$ cat src/rtl/wb_pkg.sv
// Shared types and widths for the register-file writeback path.
package wb_pkg;

  localparam int REG_ADDR_W = 5;
  localparam int DATA_W     = 32;
  localparam logic [REG_ADDR_W-1:0] ZERO_REG = 5'd0;

  typedef struct packed {
    logic [REG_ADDR_W-1:0] rd;
    logic [DATA_W-1:0]     data;
  } wb_req_t;

  localparam int WB_REQ_W = $bits(wb_req_t);

endpackage

$ cat src/rtl/wb_fifo.sv
// Circular-buffer FIFO, first-word fall-through (dout is the head); push ignored when full, pop ignored when empty.
// Simultaneous push and pop keeps occupancy; pointers wrap modulo DEPTH (power of 2).
module wb_fifo #(
  parameter int DEPTH = 4,
  parameter int W     = 37
) (
  input  logic                       clk,
  input  logic                       rst,
  input  logic                       push,
  input  logic                       pop,
  input  logic [W-1:0]               din,
  output logic [W-1:0]               dout,
  output logic [$clog2(DEPTH+1)-1:0] count,
  output logic                       full,
  output logic                       empty
);

  localparam int PTR_W = $clog2(DEPTH);
  localparam int CNT_W = $clog2(DEPTH+1);

  logic [W-1:0]     mem_q [DEPTH];
  logic [PTR_W-1:0] wr_ptr_q, wr_ptr_d;
  logic [PTR_W-1:0] rd_ptr_q, rd_ptr_d;
  logic [CNT_W-1:0] count_q, count_d;
  logic             do_push, do_pop;

  always_comb begin
    full     = (count_q == CNT_W'(DEPTH));
    empty    = (count_q == '0);
    do_push  = push && !full;
    do_pop   = pop && !empty;
    wr_ptr_d = do_push ? wr_ptr_q + PTR_W'(1) : wr_ptr_q;
    rd_ptr_d = do_pop  ? rd_ptr_q + PTR_W'(1) : rd_ptr_q;
    count_d  = count_q;
    if (do_push && !do_pop) count_d = count_q + CNT_W'(1);
    if (do_pop && !do_push) count_d = count_q - CNT_W'(1);
  end

  always_ff @(posedge clk) begin
    if (!rst) begin
      wr_ptr_q <= '0;
      rd_ptr_q <= '0;
      count_q  <= '0;
    end else begin
      wr_ptr_q <= wr_ptr_d;
      rd_ptr_q <= rd_ptr_d;
      count_q  <= count_d;
    end
  end

  // Payload storage needs no reset: count gates every read.
  always_ff @(posedge clk) begin
    if (do_push) mem_q[wr_ptr_q] <= din;
  end

  assign dout  = mem_q[rd_ptr_q];
  assign count = count_q;

endmodule

$ cat src/rtl/wb_write_arbiter.sv
// Merges ALU (A, priority) and mult/div (B, FIFO-buffered) writebacks into one registered write port; A 1 cycle, B >=2 cycles
// (1 with WB_BYPASS_EN when idle). B stalls when FIFO full; A stalls only for the one cycle a starved B head is forced through.
module wb_write_arbiter
  import wb_pkg::*;
#(
  parameter int DEPTH    = 4,
  parameter int MAX_WAIT = 3
) (
  input  logic                       clk,
  input  logic                       rst,
  input  logic                       a_valid,
  output logic                       a_ready,
  input  logic [REG_ADDR_W-1:0]      a_reg,
  input  logic [DATA_W-1:0]          a_data,
  input  logic                       b_valid,
  output logic                       b_ready,
  input  logic [REG_ADDR_W-1:0]      b_reg,
  input  logic [DATA_W-1:0]          b_data,
  output logic                       RegWrite,
  output logic [REG_ADDR_W-1:0]      WriteReg,
  output logic [DATA_W-1:0]          WriteData,
  output logic [$clog2(DEPTH+1)-1:0] pending
);

  localparam int WAIT_W = $clog2(MAX_WAIT+1);

  wb_req_t a_req, b_req, head, win_req;
  logic    fifo_full, fifo_empty;
  logic    force_b, a_win, b_pop, b_byp, b_push, has_win;

  logic                  reg_write_q, reg_write_d;
  logic [REG_ADDR_W-1:0] write_reg_q, write_reg_d;
  logic [DATA_W-1:0]     write_data_q, write_data_d;
  logic [WAIT_W-1:0]     wait_cnt_q, wait_cnt_d;

  wb_fifo #(.DEPTH(DEPTH), .W(WB_REQ_W)) u_fifo (
    .clk   (clk),
    .rst   (rst),
    .push  (b_push),
    .pop   (b_pop),
    .din   (b_req),
    .dout  (head),
    .count (pending),
    .full  (fifo_full),
    .empty (fifo_empty)
  );

  always_comb begin
    a_req.rd   = a_reg;
    a_req.data = a_data;
    b_req.rd   = b_reg;
    b_req.data = b_data;

    force_b = !fifo_empty && (wait_cnt_q == WAIT_W'(MAX_WAIT));
    a_ready = !force_b;
    b_ready = !fifo_full;
    a_win   = a_valid && !force_b;
    b_pop   = !a_win && !fifo_empty;
`ifdef WB_BYPASS_EN
    b_byp   = !a_win && fifo_empty && b_valid;
`else
    b_byp   = 1'b0;
`endif
    b_push  = b_valid && !fifo_full && !b_byp;
    has_win = a_win || b_pop || b_byp;

    win_req = a_req;
    if (b_pop)      win_req = head;
    else if (b_byp) win_req = b_req;

    // r0 writes are consumed and still move the address/data, only the enable is held low.
    reg_write_d  = has_win && (win_req.rd != ZERO_REG);
    write_reg_d  = has_win ? win_req.rd   : write_reg_q;
    write_data_d = has_win ? win_req.data : write_data_q;

    wait_cnt_d = wait_cnt_q;
    if (b_pop || fifo_empty)
      wait_cnt_d = '0;
    else if (a_win && (wait_cnt_q != WAIT_W'(MAX_WAIT)))
      wait_cnt_d = wait_cnt_q + WAIT_W'(1);
  end

  always_ff @(posedge clk) begin
    if (!rst) begin
      reg_write_q  <= 1'b0;
      write_reg_q  <= '0;
      write_data_q <= '0;
      wait_cnt_q   <= '0;
    end else begin
      reg_write_q  <= reg_write_d;
      write_reg_q  <= write_reg_d;
      write_data_q <= write_data_d;
      wait_cnt_q   <= wait_cnt_d;
    end
  end

  assign RegWrite  = reg_write_q;
  assign WriteReg  = write_reg_q;
  assign WriteData = write_data_q;

endmodule
$ cat config.mk
export PLATFORM = sky130hd
export DESIGN_NAME = wb_write_arbiter
export DESIGN_NICKNAME = d
export VERILOG_FILES = /design/src/rtl/wb_pkg.sv /design/src/rtl/wb_fifo.sv /design/src/rtl/wb_write_arbiter.sv
export SDC_FILE = /design/constraint.sdc
export NUM_CORES = 1
export LEC_CHECK = 0
export CAP_MARGIN = 15
export CORE_AREA = 2 2 141 143
export DETAILED_ROUTE_END_ITERATION = 12
export DIE_AREA = 0 0 143 145
export DONT_BUFFER_PORTS = 1
export GPL_TIMING_DRIVEN = 0
export PLACE_DENSITY = 0.65
export SYNTH_ARGS = -nofsm -noshare
export SYNTH_HDL_FRONTEND = slang
export SYNTH_SLANG_ARGS = --single-unit
$ cat constraint.sdc
create_clock -name clk -period 3 [get_ports clk]
set_input_delay 0.6 -clock clk [delete_from_list [all_inputs] [get_ports clk]]
set_output_delay 0.6 -clock clk [all_outputs]
set_load 0.03 [all_outputs]
==> reports/qor.csv, run 1 <==
stage;metric;value;unit
cts;Post-CTS Setup Repair Bufs;0;
timing;hold violation count in the final report;0;
cts;CTS tree;yes;
layout;synth-to-layout area growth;13.0;%
global_route;antenna violations before repair;0;
timing;Hold Slack;255;ps
timing;highest clock rate;0.362;GHz
setup_path;crit end category;flop;
floorplan;Die H;145;um
setup_path;Critical Path Fanout Max;6;
synth;Async S/R FF share, synth;0;%
global_route;number of global-route vias before repair;4020;
floorplan;die area;0.0207;mm^2
power_and_ir_drop;clock share of power;27.1;%
synth;post-synthesis cell type count;37;
floorplan;Die W;143;um
power_and_ir_drop;power per cell area;934;mW/mm^2
setup_path;Max stage delay on crit path;640;ps
floorplan;CORE AREA;0.0192;mm^2
setup_path;FF-to-FF path depth;9;
layout;Diodes inserted;0;
setup_path;CP required;3350;ps
setup_path;Slowest-stage cell, CP;or3b_1;
global_route;first-pass GRT wire length;23.9;mm
cts;H-tree depth;4;
routing;DRC;0;
synth;Post-Synthesis Cell Area;0.00761;mm^2
power_and_ir_drop;switch share;33.3;%
cts;clk root buf;clkbuf_16;
job;max_cap viols;0;
cts;CTS Buffer Depth;2;
power_and_ir_drop;Pleak;2.79;nW
synth;post-synthesis sequential area ratio;71.3;%
floorplan;Cell Rows;51;
timing;Tcrit/Tclk final;92.1;%
setup_path;WP buf/inv;2;
setup_path;Cell Chain, Critical Path;or3b_1 -> and2_1 -> inv_2 -> ha_1 -> inv_1 -> fa_1 -> xor2_1 -> or3_1 -> a21oi_1;
cts;post-CTS sizing;0;
cts;CTS Buf Count;17;
global_route;largest net degree at the start of global routing;24;
layout;most frequent cells in the layout;edfxtp_1, dfxtp_1, nor2_1, mux4_2, mux2i_1;
power_and_ir_drop;Gate power share;23.0;%
synth;EDFF count, synth;148;
power_and_ir_drop;Sequential Power Share;49.9;%
routing;DR iter-0 viols;212;
layout;share of layout cells above drive strength 1;21.2;%
cts;clk sink count;197;
setup_path;Crit Path Category;reg -> reg;
layout;# nets final;534;
timing;max-slew violations;0;
routing;first-pass iteration count of the detailed router;4;
cts;hold_buf cts;0;
layout;most common cell after layout, fill and taps aside;edfxtp_1;
floorplan;IO Pins;121;
hold_path;worst min path class;in -> reg;
timing;slew margin rel.;59.0;%
setup_path;CP Data Arrival Time;3110;ps
layout;post-route cell area;0.00860;mm^2
routing;DR vias;3773;
synth;syn_nets;511;
setup_path;CP startpoint kind;flop;
synth;Syn Area/Cell;17.9;um^2
cts;clock latency on the worst-skew pair;430;ps
power_and_ir_drop;worst vdd ir;379;uV
timing;Final Setup Violations;0;
synth;Post-synth top flop;edfxtp_1;
global_route;GRT Total Usage;16.0;%
routing;DR WL/cell;21.7;um
global_route;grt ovf;0;
routing;DR vias/cell;5.19;
timing;final worst setup slack;238;ps
placement;worst slack, placed;177;ps
placement;IO Port Bufs;0;
synth;Post-Syn Instances;426;
outcome;status;finished clean;
placement;Final Wtd Congestion;0.757;
routing;DRT antenna net count;0;
floorplan;initial core utilization;39.6;%
timing;Final Skew;16.0;ps
cts;Clock Pin Slew Worst Setup and Hold Paths;80;ps
placement;post-DP HPWL;11.0;mm
placement;Placed Area;0.00802;mm^2
hold_path;hold path cells;0;
routing;final WL;15.8;mm
synth;#FFs+latches synth;197;
power_and_ir_drop;Sw Pwr;2.67;mW
setup_path;critical path depth;9;
timing;Worst-Margin Slew;615;ps
timing;unrepaired setup endpoints after global routing;no;
power_and_ir_drop;Power Internal;5.36;mW
timing;Final min period;2760;ps
setup_path;CP top delay family;simple AND/OR/NAND/NOR gates;
timing;post-route setup TNS;0;ps
synth;Synth Warn #;0;
-- worst register-to-register path: cells and delay by family (launching register included) --
kind                     cells  cell delay [ps]
AO/OA/AOI/OAI                1              140
XOR/XNOR                     1              160
adder cells (fa/ha/maj)      2              540
buffers and inverters        2              130
flip-flops                   1              470
AND/OR/NAND/NOR              3             1250
-- metal layers --
metal | up-vias | GRT usage (%) | share of wire [%] | wire length, um
li1 | 1719 | - | - | -
met1 | 1933 | 19.9 | 42 | 6640
met2 | 105 | 26.4 | 51 | 8040
met3 | 16 | 4.98 | 5.5 | 866
met4 | 0 | 5.74 | 1.4 | 222
met5 | - | 0 | 0 | 0
-- cells in the mapped netlist, types with 2 or more instances --
library cell	n	share of area [%]
inv_1	6	0.30
mux2i_1	36	4.7
dfxtp_1	49	13
mux4_2	37	11
a31oi_1	2	0.16
buf_12	2	0.53
nand2_1	5	0.25
buf_2	8	0.53
buf_6	4	0.59
buf_8	2	0.39
and3_1	5	0.41
a211oi_1	34	3.4
nor2_1	41	2.0
ha_1	6	0.99
nor3_1	2	0.13
edfxtp_1	148	58
xor2_1	3	0.35
clkbuf_1	6	0.30
or3_1	2	0.16
o21ai_0	5	0.33
a21oi_1	5	0.33
xnor2_1	2	0.23
nand3_1	2	0.13
-- layout make-up --
cell class | instances | area (um^2)
Inverter | 8 | 30.0
Clock inverter | 13 | 140
Sequential cell | 197 | 5430
Tap cell | 265 | 332
Multi-Input combinational cell | 197 | 1970
Buffer | 24 | 190
Fill cell | 1653 | 10600
Timing Repair Buffer | 4 | 80.1
Clock buffer | 19 | 433
-- power by group through the flow --
stage                     Combinational [mW]  Sequential [mW]  Clock (mW)
after floorplan                         1.43             4.00           0
after global placement                  1.81             4.07           0
after detailed placement                1.89             4.08           0
after CTS                               1.90             4.02        2.23
after global routing                    2.02             4.05        2.35
final                                   1.85             4.01        2.18
-- sequential cells by signal (all words and copies together) (netlist names), named ones only --
name,count
u_fifo.mem_q,148
WriteData,32
WriteReg,5
u_fifo.count,3
u_fifo.rd_ptr_q,2
u_fifo.wr_ptr_q,2
wait_cnt_q,2
RegWrite,1
-- through the flow --
stage,util [%],std cells,total power [mW]
floorplan,-,426,5.43
global placement,41.3,691,5.88
detailed placement,41.8,695,5.97
CTS,44.8,727,8.15
global route,44.8,727,8.41
finish,44.8,727,8.03
-- worst paths after layout --
path / startpoint / slack [ps] / to
setup reg to reg: u_fifo.count[0]$_SDFFE_PN0P_ / 240 / u_fifo.count[2]$_SDFFE_PN0P_
hold reg to reg: wait_cnt_q[0]$_SDFFE_PP0P_ / 440 / wait_cnt_q[0]$_SDFFE_PP0P_
setup / recovery: u_fifo.count[0]$_SDFFE_PN0P_ / 240 / u_fifo.count[2]$_SDFFE_PN0P_
hold / removal: b_data[25] / 260 / u_fifo.mem_q[1][25]$_DFFE_PP_
-- kinds of logic (layout without fill, tap and decap cells) --
family | Yosys count | in the layout | share of synthesized area, %
flops | 197 | 197 | 71.3
mux | 73 | 73 | 15.7
simple gates | 64 | 64 | 3.87
compound gates | 48 | 48 | 4.39
buf+inv | 32 | 68 | 2.90
fa+ha+maj | 7 | 7 | 1.25
xor+xnor | 5 | 5 | 0.576
(Power assumes the default switching activity.)
==> inputs of run 2 (changes only) <==
- CORE_AREA: 2 2 141 143 -> 4 4 143 145
- DIE_AREA: 0 0 143 145 -> 0 0 147 149
==> run 2 against run 1 <==
Against the previous run: register-to-register slack is essentially flat; routed wire length grew 3.3%; die area grew 5.6%; clock power is essentially flat; global-route usage shrank 0.66 points; critical endpoint unchanged; largest cell class unchanged.
==> reports/qor.csv, run 2 (same netlist as run 1, synthesis figures left out) <==
stage;metric;value;unit
timing;highest clock rate;0.361;GHz
placement;Final Wtd Congestion;0.743;
global_route;GRT Total Usage;15.4;%
layout;share of layout cells above drive strength 1;20.8;%
cts;CTS Buf Count;17;
routing;first-pass iteration count of the detailed router;4;
placement;IO Port Bufs;0;
setup_path;Cell Chain, Critical Path;or3b_1 -> and2_1 -> inv_2 -> ha_1 -> inv_1 -> fa_1 -> xor2_1 -> or3_1 -> a21oi_1;
power_and_ir_drop;Pleak;2.79;nW
floorplan;IO Pins;121;
floorplan;Die H;149;um
floorplan;Cell Rows;51;
layout;# nets final;534;
routing;DRT antenna net count;0;
timing;max-slew violations;0;
timing;hold violation count in the final report;0;
timing;slew margin rel.;53.0;%
setup_path;CP Data Arrival Time;3120;ps
placement;post-DP HPWL;11.3;mm
global_route;number of global-route vias before repair;4111;
layout;Final Non-Filler Cells;727;
setup_path;Crit Path Category;reg -> reg;
floorplan;CORE AREA;0.0192;mm^2
timing;Tcrit/Tclk final;92.2;%
layout;Diodes inserted;0;
routing;DRC;0;
timing;Final Setup Violations;0;
power_and_ir_drop;power per cell area;939;mW/mm^2
layout;most common cell after layout, fill and taps aside;edfxtp_1;
cts;H-tree depth;4;
global_route;largest net degree at the start of global routing;26;
layout;Register Area;0.00543;mm^2
power_and_ir_drop;Pwr Total;8.07;mW
layout;synth-to-layout area growth;13.0;%
timing;Worst-Margin Slew;705;ps
timing;Final min period;2770;ps
routing;DR iter-0 viols;224;
layout;most frequent cells in the layout;edfxtp_1, dfxtp_1, nor2_1, mux4_2, mux2i_1;
routing;DR WL/cell;22.4;um
setup_path;WP buf/inv;2;
timing;Final Skew;9.27;ps
global_route;antenna violations before repair;0;
layout;Top reg by flops;u_fifo.mem_q;
cts;Post-CTS Setup Repair Bufs;0;
hold_path;worst min path class;in -> reg;
floorplan;Die W;147;um
cts;hold_buf cts;0;
setup_path;CP required;3350;ps
setup_path;CP top delay family;simple AND/OR/NAND/NOR gates;
timing;post-route setup TNS;0;ps
power_and_ir_drop;worst vdd ir;383;uV
outcome;status;finished clean;
cts;Clock Pin Slew Worst Setup and Hold Paths;70;ps
layout;fillers;1672;
routing;final WL;16.3;mm
setup_path;Max stage delay on crit path;650;ps
floorplan;die area;0.0219;mm^2
global_route;grt ovf;0;
routing;DR vias/cell;5.25;
setup_path;crit end category;flop;
layout;max FFs per register;148;
cts;CTS tree;yes;
layout;Multi-input gate area;0.00197;mm^2
cts;clk root buf;clkbuf_16;
cts;clk sink count;197;
cts;clock latency on the worst-skew pair;430;ps
job;max_cap viols;0;
placement;Post-Place Cells;695;
global_route;first-pass GRT wire length;24.8;mm
setup_path;Slowest-stage cell, CP;or3b_1;
timing;unrepaired setup endpoints after global routing;no;
setup_path;Critical Path Fanout Max;6;
cts;CTS Buffer Depth;2;
routing;DR vias;3817;
setup_path;CP startpoint kind;flop;
floorplan;initial core utilization;39.6;%
-- run 2: changes by cell type in the layout (fill, tap and decap cells not counted), sizes merged --
| cell | previous run | this run |
|---|---|---|
| clkbuf | 26 | 29 |
| bufinv | 0 | 1 |
| clkinvlp | 1 | 2 |
| clkinv | 6 | 4 |
| inv | 14 | 11 |
-- run 2: stage by stage --
step	util [%]	worst slack, ps	instance area (um^2)	hold slack [ps]
2_1_floorplan	-	361	7610	405
4_1_cts	44.7	127	8590	242
3_5_place_dp	41.8	146	8020	455
5_1_grt	44.7	40.1	8590	239
3_3_place_gp	41.3	-274	7940	416
6_report	44.7	233	8590	263
-- run 2: worst register-to-register path: cells and delay by family (launching register included) --
family | cells | cell delay (ps)
adders and majority gates | 2 | 550
DFF | 1 | 460
buffers and inverters | 2 | 140
xor gates and xnor gates | 1 | 160
AOI/OAI and AO/OA | 1 | 130
and+or+nand+nor | 3 | 1260
-- run 2: path summary, 6_finish.rpt --
check	from	to	slack, ps	depth (start not counted)
max reg2reg	u_fifo.count[0]$_SDFFE_PN0P_	u_fifo.count[2]$_SDFFE_PN0P_	230	9
min reg2reg	wait_cnt_q[0]$_SDFFE_PP0P_	wait_cnt_q[0]$_SDFFE_PP0P_	470	1
max	u_fifo.count[0]$_SDFFE_PN0P_	u_fifo.count[2]$_SDFFE_PN0P_	230	9
min	b_data[26]	u_fifo.mem_q[1][26]$_DFFE_PP_	260	0
-- run 2: final cells by class --
cell class / instances / share of cell area, %
clock buffers: 22 / 5.53
well taps: 265 / 3.86
clock inverters: 10 / 1.11
multi-input cells: 197 / 22.9
inverters: 8 / 0.349
plain buffers: 24 / 2.21
repair buffers: 4 / 0.932
flip-flops and latches: 197 / 63.1
-- run 2: metal layers --
layer	track usage, %	wire [um]	up-vias	share of wire (%)
li1	-	-	1714	-
met5	0	0	-	0
met1	19.3	6840	1954	42
met2	24.5	7990	124	49
met3	5.14	1070	25	6.6
met4	6.62	393	0	2.4
-- run 2: report_power, final --
group          leakage [nW]  switching [mW]  internal [mW]
clock network         0.275           0.967           1.22
registers              1.77           0.634           3.38
logic                 0.753           0.992          0.867
-- run 2: timing repair --
item	in CTS	in global routing
hold endpoints to repair	0	0
setup endpoints to repair	0	1
gates resized for setup	0	1
